$ cat src/rtl/apb_setclr_bank_if.sv
// APB slave bus bundle for apb_setclr_bank; AW is the byte-address width.
interface apb_setclr_bank_if #(
  parameter int AW = 6
);
  logic [AW-1:0] paddr;
  logic          psel;
  logic          penable;
  logic          pwrite;
  logic [31:0]   pwdata;
  logic [31:0]   prdata;
  logic          pready;
  logic          pslverr;

  modport master (
    output paddr, psel, penable, pwrite, pwdata,
    input  prdata, pready, pslverr
  );

  modport slave (
    input  paddr, psel, penable, pwrite, pwdata,
    output prdata, pready, pslverr
  );
endinterface

$ cat src/rtl/apb_setclr_bank.sv
// Bank of NREG set/clear/toggle control registers on APB with programmable wait states.
// Define APB_SETCLR_TOGGLE_EN to decode the +0xC write-1-to-toggle alias.
module apb_setclr_bank #(
  parameter int             NREG    = 4,
  parameter int             DW      = 32,
  parameter int             WAIT    = 0,
  parameter logic [DW-1:0]  RST_VAL = '0,
  parameter int             AW      = $clog2(NREG) + 4
) (
  input  logic                 pclk,
  input  logic                 reset_n,
  input  logic                 enable,
  apb_setclr_bank_if.slave     apb,
  input  logic [NREG*DW-1:0]   hw_set,
  input  logic [NREG*DW-1:0]   hw_clr,
  output logic [NREG*DW-1:0]   ctrl,
  output logic [NREG-1:0]      any_set
);

  localparam int IW = (AW > 4) ? AW - 4 : 1;
  localparam logic [1:0] WAIT_C = 2'(WAIT);

  typedef enum logic [1:0] {S_IDLE, S_WAITING, S_DONE} state_t;

  state_t        state;
  logic [1:0]    cnt;
  logic          pready_q;
  logic [DW-1:0] regs [NREG];
  logic [DW-1:0] nxt  [NREG];
  logic [IW-1:0] idx;
  logic [1:0]    alias_sel;
  logic          err;
  logic          access;
  logic          complete;
  logic          wr_en;
  logic [DW-1:0] rd_val;
  logic          unused_bits;

  if (AW > 4) begin : g_idx
    assign idx = apb.paddr[AW-1:4];
  end else begin : g_noidx
    assign idx = '0;
  end

  assign alias_sel   = apb.paddr[3:2];
  assign unused_bits = ^{apb.paddr[1:0], apb.pwdata};
  assign access      = apb.psel & apb.penable;
  assign complete    = access & pready_q;

  always_comb begin
    err = (32'(idx) >= NREG);
`ifndef APB_SETCLR_TOGGLE_EN
    if (alias_sel == 2'd3) err = 1'b1;
`endif
  end

  assign wr_en = complete & apb.pwrite & ~err;

  // Per bit: software op, then hw clear, then hw set, all from the current value.
  always_comb begin
    for (int unsigned r = 0; r < NREG; r++) begin
      nxt[r] = regs[r];
      if (wr_en && (32'(idx) == r)) begin
        case (alias_sel)
          2'd0: nxt[r] = apb.pwdata[DW-1:0];
          2'd1: nxt[r] = regs[r] | apb.pwdata[DW-1:0];
          2'd2: nxt[r] = regs[r] & ~apb.pwdata[DW-1:0];
          default: begin
`ifdef APB_SETCLR_TOGGLE_EN
            nxt[r] = regs[r] ^ apb.pwdata[DW-1:0];
`endif
          end
        endcase
      end
      nxt[r] = (nxt[r] & ~hw_clr[r*DW +: DW]) | hw_set[r*DW +: DW];
    end
  end

  always_ff @(posedge pclk or negedge reset_n) begin
    if (!reset_n) begin
      for (int unsigned r = 0; r < NREG; r++) regs[r] <= RST_VAL;
    end else if (enable) begin
      for (int unsigned r = 0; r < NREG; r++) regs[r] <= nxt[r];
    end
  end

  // pready is registered: it reflects the state the counter reached on the previous edge.
  always_ff @(posedge pclk or negedge reset_n) begin
    if (!reset_n) begin
      state    <= S_IDLE;
      cnt      <= '0;
      pready_q <= (WAIT == 0);
    end else if (enable) begin
      case (state)
        S_IDLE: begin
          if (access && (WAIT != 0)) begin
            cnt <= 2'd1;
            if (WAIT == 1) begin
              state    <= S_DONE;
              pready_q <= 1'b1;
            end else begin
              state <= S_WAITING;
            end
          end
        end
        S_WAITING: begin
          if (!access) begin
            state <= S_IDLE;
            cnt   <= '0;
          end else begin
            cnt <= cnt + 2'd1;
            if (cnt + 2'd1 == WAIT_C) begin
              state    <= S_DONE;
              pready_q <= 1'b1;
            end
          end
        end
        default: begin
          state    <= S_IDLE;
          cnt      <= '0;
          pready_q <= (WAIT == 0);
        end
      endcase
    end
  end

  always_comb begin
    rd_val = '0;
    for (int unsigned r = 0; r < NREG; r++) begin
      if (32'(idx) == r) rd_val = regs[r];
    end
  end

  always_comb begin
    apb.prdata = '0;
    if (complete && !apb.pwrite && !err) apb.prdata[DW-1:0] = rd_val;
  end

  assign apb.pready  = pready_q;
  assign apb.pslverr = complete & err;

  always_comb begin
    for (int unsigned r = 0; r < NREG; r++) begin
      ctrl[r*DW +: DW] = regs[r];
      any_set[r]       = |regs[r];
    end
  end

endmodule

$ cat src/flat_wrapper.sv
// flat-port wrapper written by rule: the top's interface ports become plain ports
module apb_setclr_bank_flat 
#(
  parameter int             NREG    = 4,
  parameter int             DW      = 32,
  parameter int             WAIT    = 0,
  parameter logic [DW-1:0]  RST_VAL = '0,
  parameter int             AW      = $clog2(NREG) + 4
)
  (pclk, reset_n, enable, hw_set, hw_clr, ctrl, any_set, apb_paddr, apb_psel, apb_penable, apb_pwrite, apb_pwdata, apb_prdata, apb_pready, apb_pslverr);
  apb_setclr_bank_if #(.AW(AW)) apb_i ();
  input  logic pclk;
  input  logic reset_n;
  input  logic enable;
  input  logic [NREG*DW-1:0] hw_set;
  input  logic [NREG*DW-1:0] hw_clr;
  output logic [NREG*DW-1:0] ctrl;
  output logic [NREG-1:0] any_set;
  input wire logic [$bits(apb_i.paddr)-1:0] apb_paddr;
  input wire logic [$bits(apb_i.psel)-1:0] apb_psel;
  input wire logic [$bits(apb_i.penable)-1:0] apb_penable;
  input wire logic [$bits(apb_i.pwrite)-1:0] apb_pwrite;
  input wire logic [$bits(apb_i.pwdata)-1:0] apb_pwdata;
  output wire logic [$bits(apb_i.prdata)-1:0] apb_prdata;
  output wire logic [$bits(apb_i.pready)-1:0] apb_pready;
  output wire logic [$bits(apb_i.pslverr)-1:0] apb_pslverr;
  assign apb_i.paddr = apb_paddr;
  assign apb_i.psel = apb_psel;
  assign apb_i.penable = apb_penable;
  assign apb_i.pwrite = apb_pwrite;
  assign apb_i.pwdata = apb_pwdata;
  assign apb_prdata = apb_i.prdata;
  assign apb_pready = apb_i.pready;
  assign apb_pslverr = apb_i.pslverr;
  apb_setclr_bank #(.NREG(NREG), .DW(DW), .WAIT(WAIT), .RST_VAL(RST_VAL), .AW(AW)) u_core (.pclk(pclk), .reset_n(reset_n), .enable(enable), .apb(apb_i), .hw_set(hw_set), .hw_clr(hw_clr), .ctrl(ctrl), .any_set(any_set));
endmodule
$ cat config.mk
export PLATFORM = sky130hd
export DESIGN_NAME = apb_setclr_bank_flat
export DESIGN_NICKNAME = d
export VERILOG_FILES = /design/src/rtl/apb_setclr_bank_if.sv /design/src/rtl/apb_setclr_bank.sv /design/src/flat_wrapper.sv
export SDC_FILE = /design/constraint.sdc
export NUM_CORES = 1
export LEC_CHECK = 0
export ABC_AREA = 0
export BUFFER_PORTS_ARGS = -buffer_cell sky130_fd_sc_hd__buf_2
export CELL_PAD_IN_SITES_DETAIL_PLACEMENT = 1
export CELL_PAD_IN_SITES_GLOBAL_PLACEMENT = 2
export CORE_ASPECT_RATIO = 0.6
export CORE_UTILIZATION = 25
export CTS_CLUSTER_DIAMETER = 40
export DETAILED_ROUTE_END_ITERATION = 16
export HOLD_SLACK_MARGIN = 0.15
export PLACE_DENSITY = 0.81
export SYNTH_ARGS = -nofsm -noshare
export SYNTH_HDL_FRONTEND = slang
export SYNTH_SLANG_ARGS = --single-unit
$ cat constraint.sdc
create_clock -name pclk -period 1.7 [get_ports pclk]
set_input_delay 0.085 -clock pclk [delete_from_list [all_inputs] [get_ports pclk]]
set_output_delay 0.085 -clock pclk [all_outputs]
set_load 0.1 [all_outputs]
==> summary.txt <==
Timing
  – Fin crit share: 1.24
  – RSZ-0062 raised after global routing: true
  – Fmax: about 470 MHz
  – Final worst setup slack: -0.405 ns
  – Final min period: ~2.1 ns
  – Fin. Hold Viols: 0
  – Fin. max-slew vios: 0
  – Clock Skews: 0 ns
  – Setup Total Neg Slack: -6.62 ns
  – Slew headroom: 0.397
  – Setup-failing EPs final: 39
  – Worst-margin pin slew: ~0.90 ns

Power
  – VDD IR max: between 700 and 800 uV
  – Sequential Power Share: 0.262
  – P_sw: slightly below 7 mW
  – Clk pwr share: 0.247
  – Pwr Density: 835 mW/mm2
  – Leakage: slightly below 8 nW
  – Cell Int Power: about 8.3 mW
  – Combinational share of power: 0.492
  – Switching Share: 0.451

Worst setup path
  – CP endpoint: any_set[2]
  – Worst EP arrival: ~2.0 ns
  – Worst Path Buf+Inv: 2
  – CP startpoint kind: flip-flop
  – R2R setup slack: around 0.08 ns
  – Crit-path max FO: 4
  – CP endpoint kind: output port
  – Crit path kind: reg2out
  – Crit path largest cell delay: around 0.46 ns
  – R2R cell count: 5
  – Critical Path Stages: 5
  – R2r startpoint: u_core.ctrl[9]$_DFFE_PN0P_
  – CP required: 1.62 ns
  – CP max-delay cell: dfrtp_2
  – Crit. Startpoint: u_core.ctrl[91]$_DFFE_PN0P_
  – Reg2reg end: u_core.ctrl[9]$_DFFE_PN0P_
  – Critical Path, Cell by Cell: nor4_4 > buf_4 > nand4_1 > or2_4 > buf_12
  – Top Family by Delay on Critical Path: simple AND/OR/NAND/NOR gates

Run status
  – Status: complete, but fails checks
  – Failing checks: setup timing

GRT
  – GRT overflow: 0
  – First-pass GRT wire length: a little under 90 mm
  – Largest net degree at the start of global routing: ~170
  – Antenna violations before repair: 8
  – Number of global-route vias before repair: ~14k
  – Total track usage: 0.337

Finish
  – Max reg flops: about 130
  – FILL cells: about 3.8k
  – Multi-input gate area: about 0.0054 mm2
  – Area grow syn2layout: 111%
  – Fraction of layout cells with a size suffix above 1: 0.552
  – NumNets Final: 2139
  – Register area: between 0.003 and 0.004 mm2
  – Finished Layout Cells: 2319

Routing
  – DRT iter0 DRCs: just over 800
  – Number of nets still failing antenna checks after routing: 0
  – DR pass1 iterations: 5
  – Final wirelength: slightly above 60 mm
  – Via/cell ratio: between 5 and 6
  – DRC: 0
  – Wirelength per Cell: around 27 um
  – Via count: approximately 13k

Clock tree
  – Root Buffer: clkbuf_16
  – Clock H-tree levels: 4
  – TritonCTS Buffers: 17
  – CTS Buffer Depth: 2
  – Clock tree sinks: about 130
  – CTS tree: yes
  – Clk_lat worst skew: ~0.44 ns
  – Worst-path clk slew: 0.06 ns

Synthesis
  – Number of synthesized flops with an enable pin: 0
  – Cell variety after synth: 28
  – Avg Cell Area, Syn: about 9.5 um2
  – Top-count cell post-synth: nand2_1
  – Top_reg_cell synth: dfrtp_1
  – Seq/Total Area, Yosys: 0.372
  – Post-Syn Area: 0.00861 mm2
  – Cells after Synth: ~900
  – Synthesized net count: around 1.2k
  – Yosys reg bits: 128
  – Yosys top cell area share: 0.372
  – Synth warn: 0
  – Post-synth top cells: nand2_1 (262), dfrtp_1 (128), o311ai_1 (120)
  – Synth area leaders: dfrtp_1 (37%), o311ai_1 (12%), nand2_1 (11%)
  – Synth area leader: dfrtp_1
  – Ys async rst share: 1.00

Min path
  – Hold Path Class: in2reg

Placement
  – Hpwl dp: ~41 mm
  – Routability congestion estimate: 0.899
  – # placed instances: 1918
  – Dpl ws: -0.376 ns
  – IO Port Bufs: 462

Floorplan
  – Die H: ~150 um
  – Die Width: around 240 um
  – Initial Util: 0.255
  – I/O pin cnt: ~470
  – Die area: ~0.035 mm2
  – Placement Rows: 52
  – Core Region: 0.0338 mm2

Run
  – Max Cap Viol: 0
metal layers:
layer,track usage,vias up,share of wire
met4,0.157,0,0.045
met3,0.0782,208,0.079
met5,0,-,0
li1,-,5392,-
met1,0.420,6439,0.41
met2,0.554,767,0.47
timing repair:
action,4_1_cts,5_1_grt
setup endpoints to repair,36,66
resized for setup,113,51
endpoints found under the hold margin,256,16
pin swaps,13,31
hold buffers,290,16
buffers inserted,32,54
power groups by stage:
stage	clock network [mW]	registers, mW	logic, mW
5_1_grt	3.91	3.99	7.70
3_5_place_dp	0	3.87	6.24
2_1_floorplan	0	6.52	1.45
4_1_cts	3.77	3.92	7.15
3_3_place_gp	0	3.85	6.18
6_report	3.74	3.97	7.45
final cells by class:
cell class,instances,area share
Tap cell,459,0.0316
Timing Repair Buffer,987,0.448
Antenna cell,8,0.00110
Multi-Input combinational cell,672,0.296
Clock buffer,26,0.0269
Sequential cell,128,0.185
Inverter,33,0.00682
Clock inverter,6,0.00441
worst min-delay path by stage:
stage / end / slack (ns) / from / cells after the start
floorplan: u_core.ctrl[0]$_DFFE_PN0P_ / -0.21 / reset_n / 0
CTS: u_core.ctrl[100]$_DFFE_PN0P_ / 0.19 / reset_n / 3
finish: u_core.ctrl[52]$_DFFE_PN0P_ / 0.19 / apb_pwdata[20] / 4
detailed placement: u_core.ctrl[2]$_DFFE_PN0P_ / -0.03 / reset_n / 1
global placement: u_core.ctrl[2]$_DFFE_PN0P_ / -0.03 / reset_n / 1
global route: u_core.ctrl[52]$_DFFE_PN0P_ / 0.20 / apb_pwdata[20] / 4
cell usage in the layout (no fill, tap or decap), drive strengths merged:
| cell | n |
|---|---|
| buf | 695 |
| dlygate4sd3 | 289 |
| nand2 | 262 |
| dfrtp | 128 |
| o311ai | 128 |
| o211ai | 128 |
| nor2b | 33 |
| inv | 33 |
| mux4 | 32 |
| o21ai | 32 |
| nor4 | 32 |
| clkbuf | 29 |
| diode | 8 |
| nand4 | 8 |
| or2 | 4 |
| clkinv | 4 |
| and3 | 2 |
| or4 | 2 |
| or4b | 2 |
| bufinv | 2 |
| nor3 | 2 |
| and2 | 1 |
| or3 | 1 |
| nor3b | 1 |
| nand2b | 1 |
| conb | 1 |
cell families (layout without fill, tap and decap cells):
group / Yosys count / after routing / synth area share
simple gates: 351 / 351 / 0.181
compound gates: 288 / 288 / 0.299
flops: 128 / 128 / 0.372
buf+inv: 109 / 1052 / 0.0639
mux: 32 / 32 / 0.0837
other cells: 1 / 9 / 0.000435
per-stage QoR:
step           power [mW]  instance area (um2)  utilization  hold slack [ns]
4_1_cts              14.8                17700        0.523            0.195
5_1_grt              15.6                18200        0.537            0.199
3_5_place_dp         10.1                13500        0.399          -0.0265
6_report             15.2                18200        0.537            0.186
3_3_place_gp         10.0                13500        0.399          -0.0317
2_1_floorplan        7.97                 9040            -           -0.211
worst min-delay path, delay by kind of cell:
| family | cells | cell delay (ns) |
|---|---|---|
| buffers and inverters | 1 | 0.09 |
| AO/OA/AOI/OAI | 3 | 0.41 |
(Power assumes the default switching activity.)
